## config.mk

```make
export PLATFORM = sky130hd
export DESIGN_NAME = exception_vector_ctrl
export DESIGN_NICKNAME = d
export VERILOG_FILES = /design/src/rtl/cpu_pkg.sv /design/src/rtl/exception_vector_ctrl.sv
export SDC_FILE = /design/constraint.sdc
export NUM_CORES = 1
export LEC_CHECK = 0
export CORE_UTILIZATION = 41
export CTS_CLUSTER_SIZE = 14
export DETAILED_ROUTE_END_ITERATION = 10
export PLACE_DENSITY = 0.78
export RECOVER_POWER = 25
export SYNTH_ARGS = -nofsm -noshare
export SYNTH_HDL_FRONTEND = slang
export SYNTH_SLANG_ARGS = --single-unit
```

## constraint.sdc

```tcl
create_clock -name clk -period 1.9 [get_ports clk]
set_input_delay 0.57 -clock clk [delete_from_list [all_inputs] [get_ports clk]]
set_output_delay 0.57 -clock clk [all_outputs]
set_load 0.005 [all_outputs]
```

## src/rtl/cpu_pkg.sv

```systemverilog
// Shared CPU definitions: address-mux select codes, exception cause codes,
// exception sequencer state encoding and the fixed vector slot addresses.
package cpu_pkg;

   localparam logic [2:0] ASEL_PC      = 3'b000;
   localparam logic [2:0] ASEL_VEC_OPC = 3'b100;
   localparam logic [2:0] ASEL_VEC_OVF = 3'b101;
   localparam logic [2:0] ASEL_VEC_DIV = 3'b110;

   localparam logic [7:0] VEC_ADDR_OPC = 8'd253;
   localparam logic [7:0] VEC_ADDR_OVF = 8'd254;
   localparam logic [7:0] VEC_ADDR_DIV = 8'd255;

   typedef enum logic [1:0] {
      CAUSE_NONE = 2'd0,
      CAUSE_OPC  = 2'd1,
      CAUSE_OVF  = 2'd2,
      CAUSE_DIV  = 2'd3
   } cause_e;

   typedef enum logic [1:0] {
      ST_IDLE = 2'd0,
      ST_SAVE = 2'd1,
      ST_WAIT = 2'd2,
      ST_LOAD = 2'd3
   } exc_state_e;

   // Map a cause onto the vector slot the address mux must select.
   function automatic logic [2:0] asel_for_cause(input cause_e c);
      logic [2:0] sel;
      case (c)
         CAUSE_OPC: sel = ASEL_VEC_OPC;
         CAUSE_OVF: sel = ASEL_VEC_OVF;
         CAUSE_DIV: sel = ASEL_VEC_DIV;
         default:   sel = ASEL_PC;
      endcase
      return sel;
   endfunction

endpackage

```

## src/rtl/exception_vector_ctrl.sv

```systemverilog
// Exception sequencer: saves EPC, selects the vector slot for the cause,
// waits out memory latency and loads the PC with the handler address.
module exception_vector_ctrl
   import cpu_pkg::*;
#(
   parameter int unsigned MEM_WAIT = 2
) (
   input  logic        clk,
   input  logic        reset_n,
   input  logic        exc_opcode,
   input  logic        exc_overflow,
   input  logic        exc_div0,
   input  logic [31:0] pc_in,
   input  logic [31:0] mem_data_in,
   output logic [2:0]  addr_sel,
   output logic        busy,
   output logic        epc_write,
   output logic [31:0] epc_out,
   output logic        pc_write,
   output logic [31:0] pc_out,
   output logic [1:0]  cause
);

   localparam logic [2:0]  WAIT_LOAD    = 3'(MEM_WAIT - 1);
   localparam logic [31:0] HANDLER_MASK = 32'h0000_00FF;

   exc_state_e  state_r, state_nx;
   logic [2:0]  cnt_r, cnt_nx;
   logic [2:0]  addr_sel_r, addr_sel_nx;
   logic        busy_r, busy_nx;
   logic        epc_write_r, epc_write_nx;
   logic        pc_write_r, pc_write_nx;
   logic [31:0] epc_out_r, epc_out_nx;
   logic [31:0] pc_out_r, pc_out_nx;
   cause_e      cause_r, cause_nx;
   cause_e      exc_cause_s;

   // Next-state and next-output logic; outputs are computed one edge ahead
   // so that every strobe lands in the state it belongs to.
   always_comb begin
      state_nx     = state_r;
      cnt_nx       = cnt_r;
      addr_sel_nx  = addr_sel_r;
      busy_nx      = busy_r;
      epc_write_nx = 1'b0;
      pc_write_nx  = 1'b0;
      epc_out_nx   = epc_out_r;
      pc_out_nx    = pc_out_r;
      cause_nx     = cause_r;

      if (exc_opcode) begin
         exc_cause_s = CAUSE_OPC;
      end else if (exc_overflow) begin
         exc_cause_s = CAUSE_OVF;
      end else if (exc_div0) begin
         exc_cause_s = CAUSE_DIV;
      end else begin
         exc_cause_s = CAUSE_NONE;
      end

      case (state_r)
         ST_IDLE: begin
            if (exc_cause_s != CAUSE_NONE) begin
               state_nx     = ST_SAVE;
               cause_nx     = exc_cause_s;
               addr_sel_nx  = asel_for_cause(exc_cause_s);
               busy_nx      = 1'b1;
               epc_write_nx = 1'b1;
               epc_out_nx   = pc_in - 32'd4;
            end else begin
               addr_sel_nx = ASEL_PC;
               busy_nx     = 1'b0;
            end
         end
         ST_SAVE: begin
            cnt_nx   = WAIT_LOAD;
            state_nx = ST_WAIT;
         end
         ST_WAIT: begin
            if (cnt_r == 3'd0) begin
               state_nx    = ST_LOAD;
               pc_write_nx = 1'b1;
               pc_out_nx   = mem_data_in & HANDLER_MASK;
            end else begin
               cnt_nx = cnt_r - 3'd1;
            end
         end
         ST_LOAD: begin
            state_nx    = ST_IDLE;
            addr_sel_nx = ASEL_PC;
            busy_nx     = 1'b0;
         end
         default: begin
            state_nx    = ST_IDLE;
            cnt_nx      = 3'd0;
            addr_sel_nx = ASEL_PC;
            busy_nx     = 1'b0;
         end
      endcase
   end

   // State and output registers.
   always_ff @(posedge clk or negedge reset_n) begin
      if (!reset_n) begin
         state_r     <= ST_IDLE;
         cnt_r       <= 3'd0;
         addr_sel_r  <= ASEL_PC;
         busy_r      <= 1'b0;
         epc_write_r <= 1'b0;
         pc_write_r  <= 1'b0;
         epc_out_r   <= 32'd0;
         pc_out_r    <= 32'd0;
         cause_r     <= CAUSE_NONE;
      end else begin
         state_r     <= state_nx;
         cnt_r       <= cnt_nx;
         addr_sel_r  <= addr_sel_nx;
         busy_r      <= busy_nx;
         epc_write_r <= epc_write_nx;
         pc_write_r  <= pc_write_nx;
         epc_out_r   <= epc_out_nx;
         pc_out_r    <= pc_out_nx;
         cause_r     <= cause_nx;
      end
   end

   assign addr_sel  = addr_sel_r;
   assign busy      = busy_r;
   assign epc_write = epc_write_r;
   assign epc_out   = epc_out_r;
   assign pc_write  = pc_write_r;
   assign pc_out    = pc_out_r;
   assign cause     = cause_r;

endmodule

```

==> reports/qor.csv <==
stage;metric;value;unit
yosys;synth.avg_cell_area;8.970;µm²
cells_and_area;final-instance-count-excl-fill;559;
yosys;synth_top_cell_by_area;sky130_fd_sc_hd__dfrtp_1;
yosys;synth.cell_area;0.002861;mm²
global_routing;grt_antenna_before_repair;0;
route;routed_vias_inst;5.401;
cells_and_area;multi_input_combinational_cell_area;0.001560;mm²
worst_setup_path;setup.worst_path.class;primary input to register;
cells_and_area;fin_nets;555;
power_and_ir_drop;p_leak;2.023;nW
clocking;tritoncts;done;
global_routing;grt_pass1_wl;13.54;mm
route;remaining_drc_errors;0;
timing;timing.final.max_slew_violations;0;
clocking;clkSlewWorstSetupHoldPaths;0.10;ns
worst_setup_path;worst_ep_required_time;2.12;ns
timing;final.min_clock_period;2.234;ns
yosys;synthesized_netlist_cell_count;319;
run_status;outcome;finished with violations;
route;drt.antenna.violating_nets;0;
timing;fmax;0.4476;GHz
global_routing;grt.overflow.total;0;
floorplanning;count_of_standard_cell_rows;30;
floorplanning;fp.coreArea;0.006756;mm²
route;vias_post_dr;3019;
floorplanning;die_height;85.54;µm
global_routing;groute.usage.overall;0.2336;
hold_path;min_path_type;primary input to asynchronous set/reset pin;
floorplanning;initial_utilization;0.4235;
timing;timing.max_slew.rel_slack;0.3045;
timing;finalHoldViolCount;0;
worst_setup_path;critical_path_arrival;2.45;ns
timing;timing.clock.skew;0.004622;ns
cells_and_area;n_antenna_cell;0;
place;gpl_congestion;0.8525;
worst_setup_path;critical_path.startpoint_type;primary input;
yosys;synth-warning-count;0;
run_status;failing_checks;negative setup slack;
yosys;ys_dominant_reg_cell;sky130_fd_sc_hd__dfrtp_1;
worst_setup_path;path_max_fanout;5;
yosys;ys_types;34;
yosys;synth_seq_area_share;0.4547;
route;drtPass1Iterations;5;
worst_setup_path;worst_setup_path_end_kind;register;
global_routing;number_of_global_route_vias_before_repair;2952;
timing;rsz0062_at_grt;yes;
yosys;yosysTopAreaCellShare;0.4547;
cells_and_area;fillCellCount;514;
clocking;ctsRootBufferMaster;sky130_fd_sc_hd__clkbuf_8;
yosys;asyncSetResetFlopFracSynth;1.000;
run;cap_violations;0;
timing;fin_hold_ws;0.4381;ns
yosys;synth_enable_flop_cells;0;
place;dpl.cell_count;532;
floorplanning;fp.dieArea;0.007317;mm²
floorplanning;floorplan.io_pins;141;
timing;worst_slack;-0.3340;ns
cells_and_area;p_r_area_growth_vs_syn;62.83;%
route;drt_first_iter_violations;150;
clocking;cts_made_buffers;5;
worst_setup_path;crit_start;pc_in[12];
route;postRouteWirelength;8.784;mm
timing;setup-violations-final;17;
place;hpwl;5.564;mm
timing;post-route-period-util;1.176;
timing;worst_slew_pin_tran;1.043;ns
yosys;postSynthRegisterBits;52;
clocking;cts_sinks;52;
yosys;synth_area_leaders;sky130_fd_sc_hd__dfrtp_1, sky130_fd_sc_hd__buf_4, sky130_fd_sc_hd__nand2_1;
place;port-buffer-count;92;
clocking;insertion_delay;0.31;ns
clocking;clockBufferDepth;2;
power_and_ir_drop;power_per_cell_area;1170;mW/mm²
cells_and_area;drive_gt1_frac;0.2693;
global_routing;grt_start_max_net_pins;39;
route;avgRoutedWirePerCell;15.71;µm
worst_setup_path;rr_startpoint;state_r[1]$_DFFE_PN0P_;
cells_and_area;ff_latch_area;0.001301;mm²
clocking;cts_htree_levels;2;
floorplanning;fp.dieW;85.54;µm
power_and_ir_drop;max-vdd-ir-drop;0.7859;mV
==> cell type report <==
class	count	share of cell area
flip-flops and latches	52	0.2793
clock inverters	2	0.008324
repair buffers	167	0.3273
well taps	80	0.02148
multi-input cells	243	0.3349
clock buffers	6	0.01772
inverters	9	0.01101
==> worst max-delay path, stage by stage <==
cell	delay, ns
sky130_fd_sc_hd__clkdlybuf4s15_2	0.21
sky130_fd_sc_hd__or4_4	0.45
sky130_fd_sc_hd__or4_4	0.55
sky130_fd_sc_hd__buf_6	0.15
sky130_fd_sc_hd__or3_1	0.32
sky130_fd_sc_hd__a31oi_1	0.19
==> state kept, by name, indices dropped and copies added, names as in the netlist <==
signal and count:
epc_out 32, state_r 2, pc_write 1, pc_out 8, epc_write 1, addr_sel 3
cause 2, cnt_r 3
==> repair_timing <==
action | 4_1_cts | 5_1_grt
hold buffers | 0 | 0
hold endpoints to repair | 0 | 0
endpoints found under the setup margin | 27 | 27
cloned | 3 | 0
pin swaps | 38 | 13
gates resized for setup | 84 | 22
setup buffers | 8 | 8
==> cell families after synthesis <==
family / Yosys count / share of synthesized area
compound gates: 62 / 0.1373
xor+xnor: 10 / 0.03061
fa+ha+maj: 8 / 0.03498
buf+inv: 50 / 0.1049
flops: 52 / 0.4547
mux: 1 / 0.003935
other cells: 1 / 0.001311
simple gates: 135 / 0.2322
==> synthesized netlist by cell type, types with 3 or more instances <==
cell type / number
sky130_fd_sc_hd__or3_1: 12
sky130_fd_sc_hd__a31oi_1: 17
sky130_fd_sc_hd__o41ai_1: 4
sky130_fd_sc_hd__o21ai_0: 21
sky130_fd_sc_hd__or4_1: 12
sky130_fd_sc_hd__buf_4: 26
sky130_fd_sc_hd__inv_1: 8
sky130_fd_sc_hd__ha_1: 8
sky130_fd_sc_hd__nor4_1: 7
sky130_fd_sc_hd__nor3_1: 6
sky130_fd_sc_hd__dfrtp_1: 52
sky130_fd_sc_hd__nand2b_1: 3
sky130_fd_sc_hd__o31ai_1: 10
sky130_fd_sc_hd__o211ai_1: 3
sky130_fd_sc_hd__nand2_1: 52
sky130_fd_sc_hd__nand4_1: 3
sky130_fd_sc_hd__nor2_1: 30
sky130_fd_sc_hd__xnor2_1: 10
sky130_fd_sc_hd__clkbuf_1: 13
==> routing by layer <==
| metal | part of all wire | vias up | track usage |
|---|---|---|---|
| li1 | - | 1402 | - |
| met1 | 0.41 | 1440 | 0.2787 |
| met2 | 0.51 | 157 | 0.4211 |
| met3 | 0.058 | 20 | 0.03465 |
| met4 | 0.020 | 0 | 0.09697 |
| met5 | 0 | - | 0 |
==> cells in the final DEF (no fill, tap or decap), types with 2 or more instances in the layout <==
cell,netlist,routed
sky130_fd_sc_hd__or4_1,12,6
sky130_fd_sc_hd__o41ai_2,0,2
sky130_fd_sc_hd__clkbuf_2,0,5
sky130_fd_sc_hd__nand2b_1,3,3
sky130_fd_sc_hd__conb_1,1,24
sky130_fd_sc_hd__dlygate4sd2_1,0,4
sky130_fd_sc_hd__o211ai_1,3,3
sky130_fd_sc_hd__buf_2,0,5
sky130_fd_sc_hd__buf_6,2,15
sky130_fd_sc_hd__a22oi_1,2,2
sky130_fd_sc_hd__nor4_4,0,3
sky130_fd_sc_hd__o21ai_1,0,2
sky130_fd_sc_hd__a21oi_1,2,2
sky130_fd_sc_hd__o31ai_2,0,2
sky130_fd_sc_hd__or3_1,12,8
sky130_fd_sc_hd__or3_4,0,5
sky130_fd_sc_hd__nand4b_1,2,2
sky130_fd_sc_hd__nor2_1,30,30
sky130_fd_sc_hd__nand4_1,3,3
sky130_fd_sc_hd__o31ai_1,10,7
sky130_fd_sc_hd__xnor2_1,10,10
sky130_fd_sc_hd__nor4_1,7,2
sky130_fd_sc_hd__buf_4,26,57
sky130_fd_sc_hd__dfrtp_1,52,52
sky130_fd_sc_hd__clkdlybuf4s50_1,0,71
sky130_fd_sc_hd__clkdlybuf4s15_1,0,3
sky130_fd_sc_hd__nand2_1,52,52
sky130_fd_sc_hd__or4_4,1,8
sky130_fd_sc_hd__nand3b_1,2,2
sky130_fd_sc_hd__nor3_1,6,5
sky130_fd_sc_hd__buf_12,0,3
sky130_fd_sc_hd__a31oi_1,17,17
sky130_fd_sc_hd__o21ai_0,21,19
sky130_fd_sc_hd__clkinv_4,0,2
sky130_fd_sc_hd__or2_4,0,2
sky130_fd_sc_hd__ha_1,8,7
sky130_fd_sc_hd__inv_1,8,6
sky130_fd_sc_hd__clkbuf_8,0,6
sky130_fd_sc_hd__nor4_2,0,2
==> path summary, 6_finish.rpt <==
kind | depth (start not counted) | to | slack [ns]
min in group clk | 2 | pc_out[3]$_DFFE_PN0P_ | 0.48
setup reg to reg | 7 | epc_out[18]$_DFFE_PN0P_ | 0.15
hold / removal | 2 | addr_sel[0]$_DFFE_PN0P_ | 0.44
setup / recovery | 6 | epc_out[18]$_DFFE_PN0P_ | -0.33
hold reg to reg | 2 | pc_out[3]$_DFFE_PN0P_ | 0.48
max in group asynchronous | 2 | epc_out[9]$_DFFE_PN0P_ | 0.76
==> metrics by stage <==
step                area [µm²]  utilization  power [W]  setup WS (ns)  setup TNS (ns)
floorplan                 3038            -   0.003089        -0.5827          -6.539
global placement          4225       0.6254   0.004484         -1.162          -23.98
detailed placement        4225       0.6254   0.004593         -1.195          -25.46
CTS                       4561       0.6750   0.005440        -0.3186          -3.469
global route              4659       0.6896   0.005848        -0.4053          -4.870
finish                    4659       0.6896   0.005451        -0.3340          -3.845
==> where the power goes <==
part	internal, W	switching, W
Combinational	0.00150	0.00117
Sequential	0.00165	0.000323
Clock	0.000431	0.000385
Note: power is estimated with default switching activity, not from simulation.
